$ cat src/rtl/matrix_pkg.sv
// Shared types and sizing for the matrix entry controller and its neighbours.
package matrix_pkg;

   localparam int unsigned DATA_W  = 9;
   localparam int unsigned ELEMS   = 4;
   localparam int unsigned IDX_W   = $clog2(ELEMS);
   localparam int unsigned ADDR_W  = IDX_W + 1;
   localparam int unsigned TIMEOUT = 255;
   localparam int unsigned WDOG_W  = $clog2(TIMEOUT + 1);

   typedef enum logic [2:0] {
      LOAD_A,
      LOAD_B,
      WAIT_OP,
      RUN,
      SHOW
   } ctrl_state_t;

   localparam logic [1:0] OP_ADD = 2'd0;
   localparam logic [1:0] OP_SUB = 2'd1;
   localparam logic [1:0] OP_MUL = 2'd2;
   localparam logic [1:0] OP_DET = 2'd3;

endpackage

$ cat src/rtl/matrix_entry_ctrl.sv
// Sequences keypad entries into operands A/B, launches the ALU with a watchdog,
// then steps the result display.
module matrix_entry_ctrl
   import matrix_pkg::*;
(
   input  logic              clk,
   input  logic              nrst,
   input  logic [DATA_W-1:0] keycode,
   input  logic              store_dig,
   input  logic              enter,
   input  logic              op_valid,
   input  logic [1:0]        op_sel,
   input  logic              alu_done,
   input  logic              next_disp,
   input  logic              clear,
   output logic              rf_we,
   output logic [ADDR_W-1:0] rf_waddr,
   output logic [DATA_W-1:0] rf_wdata,
   output logic              alu_start,
   output logic [1:0]        alu_op,
   output logic [IDX_W-1:0]  disp_idx,
   output logic              disp_valid,
   output logic              r_en,
   output logic              timeout_err
);

   ctrl_state_t        state;
   logic [IDX_W-1:0]   idx;
   logic [DATA_W-1:0]  held_code;
   logic               held_valid;
   logic [WDOG_W-1:0]  wdog;
   logic               r_en_pend;

   logic               commit;
   logic               last_elem;
   logic               mat;

   // A write happens on enter if a digit is held or arrives in the same cycle.
   assign commit    = enter && (store_dig || held_valid);
   assign last_elem = (idx == IDX_W'(ELEMS - 1));
   assign mat       = (state == LOAD_B);

   always_ff @(posedge clk or negedge nrst) begin
      if (!nrst) begin
         state       <= LOAD_A;
         idx         <= '0;
         held_code   <= '0;
         held_valid  <= 1'b0;
         wdog        <= '0;
         r_en_pend   <= 1'b0;
         rf_we       <= 1'b0;
         rf_waddr    <= '0;
         rf_wdata    <= '0;
         alu_start   <= 1'b0;
         alu_op      <= '0;
         disp_idx    <= '0;
         disp_valid  <= 1'b0;
         r_en        <= 1'b0;
         timeout_err <= 1'b0;
      end else begin
         rf_we     <= 1'b0;
         alu_start <= 1'b0;
         r_en      <= r_en_pend;
         r_en_pend <= 1'b0;

         if (clear) begin
            state      <= LOAD_A;
            idx        <= '0;
            disp_idx   <= '0;
            held_valid <= 1'b0;
            disp_valid <= 1'b0;
         end else begin
            case (state)
               LOAD_A, LOAD_B: begin
                  if (commit) begin
                     rf_we      <= 1'b1;
                     rf_waddr   <= {mat, idx};
                     rf_wdata   <= store_dig ? keycode : held_code;
                     held_valid <= 1'b0;
                     if (last_elem) begin
                        idx <= '0;
                        if (state == LOAD_A) begin
                           state <= LOAD_B;
                        end else begin
                           state     <= WAIT_OP;
                           r_en_pend <= 1'b1;
                        end
                     end else begin
                        idx <= IDX_W'(idx + 1'b1);
                     end
                  end else if (store_dig) begin
                     held_code  <= keycode;
                     held_valid <= 1'b1;
                  end
               end

               WAIT_OP: begin
                  if (op_valid) begin
                     alu_op      <= op_sel;
                     alu_start   <= 1'b1;
                     wdog        <= '0;
                     timeout_err <= 1'b0;
                     state       <= RUN;
                  end
               end

               // Completion takes precedence over a coincident watchdog expiry.
               RUN: begin
                  wdog <= WDOG_W'(wdog + 1'b1);
                  if (alu_done) begin
                     state      <= SHOW;
                     disp_idx   <= '0;
                     disp_valid <= 1'b1;
                  end else if (wdog == WDOG_W'(TIMEOUT)) begin
                     timeout_err <= 1'b1;
                     state       <= LOAD_A;
                  end
               end

               SHOW: begin
                  if (op_valid) begin
                     alu_op      <= op_sel;
                     alu_start   <= 1'b1;
                     wdog        <= '0;
                     timeout_err <= 1'b0;
                     disp_valid  <= 1'b0;
                     state       <= RUN;
                  end else if (store_dig) begin
                     held_code  <= keycode;
                     held_valid <= 1'b1;
                     disp_valid <= 1'b0;
                     state      <= LOAD_A;
                  end else if (next_disp) begin
                     disp_idx <= IDX_W'(disp_idx + 1'b1);
                  end
               end

               default: state <= LOAD_A;
            endcase
         end
      end
   end

endmodule

$ cat config.mk
export PLATFORM = sky130hd
export DESIGN_NAME = matrix_entry_ctrl
export DESIGN_NICKNAME = d
export VERILOG_FILES = /design/src/rtl/matrix_pkg.sv /design/src/rtl/matrix_entry_ctrl.sv
export SDC_FILE = /design/constraint.sdc
export NUM_CORES = 1
export LEC_CHECK = 0
export BUFFER_PORTS_ARGS = -buffer_cell sky130_fd_sc_hd__buf_2
export CAP_MARGIN = 40
export CORE_MARGIN = 3
export CORE_UTILIZATION = 50
export CTS_CLUSTER_DIAMETER = 60
export DETAILED_ROUTE_END_ITERATION = 10
export GPL_TIMING_DRIVEN = 0
export PLACE_DENSITY = 0.78
export SYNTH_ARGS = -nofsm -noshare
export SYNTH_HDL_FRONTEND = slang
export SYNTH_SLANG_ARGS = --single-unit
$ cat constraint.sdc
create_clock -name clk -period 2.8 [get_ports clk]
set_clock_uncertainty 0.05 [all_clocks]
set_input_delay 0.28 -clock clk [delete_from_list [all_inputs] [get_ports clk]]
set_output_delay 0.28 -clock clk [all_outputs]
set_load 0.02 [all_outputs]
==> qor.txt <==
Synth async-reset ratio: 1.00
Final #Nets: 260
Total number of vias: 1,674
Largest family of logic cells by synthesized area: multiplexers
Hold EP: alu_op[0]$_DFFE_PN0P_
Fmax: 492 MHz
Wire length per cell: 15.4 um
Clk sinks: 45
Max-Cap Viols: 0
Die X: 72.5 um
Die area: 5250 sq um
Crit. End Element: flop
Unique masters post-synth: 42
Number of remaining DRC errors: 0
CP required: 2.93 ns
Ranking of synthesized cells by area: dfrtp_1, mux2_2, o21ai_0
Postcts setup bufs: 0
Synth Flop Type: dfrtp_1
Post-Synth Adder-Cell Area: 0.0113
Worst-Skew Late Latency: 0.29 ns
Rel. slew slack: 0.579
Fraction of layout cells with a size suffix above 1: 0.375
Hold path start: op_sel[0]
Status: finished clean
Die Y: 72.5 um
Slew Viols, Final: 0
Grt ovf: 0
Reg clk slew, reported paths: 0.09 ns
Drt total wl: 4470 um
Avg Cell Area, Syn: 11.4 sq um
Synth warn: 0
Post-synthesis cell area: 2210 sq um
Final setup fails: 0
Reg-to-reg endpoint: rf_wdata[5]$_DFFE_PN0P_
Initial core utilization: 0.533
Flops & latches, synth: 45
Crit Path Category: reg -> reg
Reg2reg start: state[1]$_DFFE_PN0P_
Fraction of the cycle the final worst path needs: 0.726
Vias/cell: 5.77
FP Rows: 23
Final HPWL from detailed placement: 3190 um
Min-Delay Path Depth: 3
CTS root buf: clkbuf_8
Worst vdd ir: 0.615 mV
Multiplexer share of the synthesized area: 0.171
R2R Setup Slk: 0.77 ns
Most frequent cells in the layout: dfrtp_1, buf_2, mux2_2
Clk buf depth: 2
Final Hold Violating Endpoints: 0
Vias in the first global route: 1,608
Pre-antenna DRT Iters: 4
Gr usage total: 0.180
Tmin final: 2.03 ns
Total power: 2250 uW
H-tree depth: 2
Critical Path Start Type: flop
Largest net degree at the start of global routing: 32
Synth Area in Compound Gates: 0.115
Static Leak: 0.00122 uW
Sequential area share after synthesis: 0.510
N_diodes: 0
TritonCTS buffer count: 5
Port Buf Inserts: 37
Post-Syn Instances: 193
Largest fanout on the critical path: 10
Post-synth top area share: 0.510
Simple-gate share of the synthesized area: 0.144
Class of the worst hold path: in -> reg
ANT nets after route: 0
Power Dens Cells: 869 nW/um^2
Core ar.: 4140 sq um
Setup TNS Final: 0 ns
Mapped Nets: 214
Initial antenna violation count: 0
Initial detailed-routing violation count: 108
Dominant cell type by area after synthesis: dfrtp_1
First-pass GRT wire length: 7540 um
GP Congestion: 0.862
Post-synth EDFFs: 0
CTS tree: done
FF-to-FF path depth: 7
Arr. time, crit path: 2.16 ns
IO Count: 40
Xor and xnor fraction of the mapped netlist area: 0.00396
Growth of design area from synthesis to finish: 17.2%
Most common cell after layout, fill and taps aside: dfrtp_1
Slew @ Worst Pin: 0.623 ns
RSZ-0062 raised after global routing: false
## routing by layer
layer	vias to the layer above	wire [um]	GRT usage	part of all wire
li1	805	-	-	-
met1	810	2070	0.252	0.46
met2	57	2150	0.294	0.48
met3	2	238	0.0374	0.053
met4	0	11	0.0328	0.0025
met5	-	0	0	0
## sequential cells by signal (all words and copies together) (netlist names)
signal	cells
state	3
disp_idx	2
rf_waddr	3
timeout_err	1
rf_wdata	9
rf_we	1
alu_start	1
held_code	9
alu_op	2
r_en_pend	1
r_en	1
held_valid	1
wdog	8
disp_valid	1
idx	2
## Yosys cell counts, types with 3 or more instances
| library cell | number |
|---|---|
| dfrtp_1 | 45 |
| mux2_2 | 30 |
| nand2_1 | 13 |
| o21ai_0 | 11 |
| nor2_1 | 9 |
| nand3_1 | 8 |
| a21oi_1 | 7 |
| inv_1 | 6 |
| nand4_1 | 5 |
| o31ai_1 | 5 |
| or4_1 | 5 |
| buf_2 | 4 |
| mux2i_1 | 4 |
| buf_6 | 3 |
| nor3_1 | 3 |
| o211ai_1 | 3 |
## what timing repair did
action / 4_1_cts / 5_1_grt
hold buffers: 1 / 0
setup endpoints to repair: 0 / 0
resized for setup: 0 / 0
endpoints found under the hold margin: 14 / 0
## where the power goes
part / total [uW] / internal, uW / switching [uW] / leakage, uW
combinational: 817 / 364 / 453 / 0.000594
sequential: 1000 / 864 / 139 / 0.000571
clock: 431 / 223 / 208 / 0.0000542
## worst max-delay path: stages (launching register included)
cell and delay, ns:
dfrtp_1 0.39, buf_6 0.14, nor2_1 0.25, o211a_1 0.26, and2_1 0.13, buf_2 0.17, buf_6 0.17, mux2_2 0.35
## worst max-delay path by stage
stage	startpoint	to	depth (start not counted)
finish	state[1]$_DFFE_PN0P_	rf_wdata[5]$_DFFE_PN0P_	7
global route	state[1]$_DFFE_PN0P_	rf_wdata[1]$_DFFE_PN0P_	7
CTS	state[1]$_DFFE_PN0P_	rf_wdata[5]$_DFFE_PN0P_	7
detailed placement	state[1]$_DFFE_PN0P_	rf_wdata[5]$_DFFE_PN0P_	7
global placement	state[1]$_DFFE_PN0P_	rf_wdata[7]$_DFFE_PN0P_	7
floorplan	state[1]$_DFFE_PN0P_	rf_waddr[0]$_DFFE_PN0P_	7
## cell families after synthesis
group           after synthesis
flops                        45
xor+xnor                      1
mux                          34
buf+inv                      18
fa+ha+maj                     2
compound gates               37
simple gates                 56
## area by class of cell
type | count | area (sq um)
Fill cell | 363 | 1560
Sequential cell | 45 | 1130
Multi-Input combinational cell | 130 | 985
Timing Repair Buffer | 39 | 215
Clock buffer | 7 | 96.3
Buffer | 11 | 72.6
Tap cell | 50 | 62.6
Inverter | 7 | 26.3
Clock inverter | 1 | 5.00
## stage by stage
| step | setup slack, ns | cell area [sq um] | util | cells | hold WS, ns |
|---|---|---|---|---|---|
| finish | 0.768 | 2590 | 0.625 | 290 | 0.138 |
| floorplan | 0.999 | 2210 | - | 193 | -0.0656 |
| global route | 0.701 | 2590 | 0.625 | 290 | 0.142 |
| global placement | 0.787 | 2460 | 0.593 | 280 | 0.302 |
| CTS | 0.768 | 2590 | 0.625 | 290 | 0.129 |
| detailed placement | 0.777 | 2480 | 0.598 | 281 | 0.169 |
(Power assumes the default switching activity.)
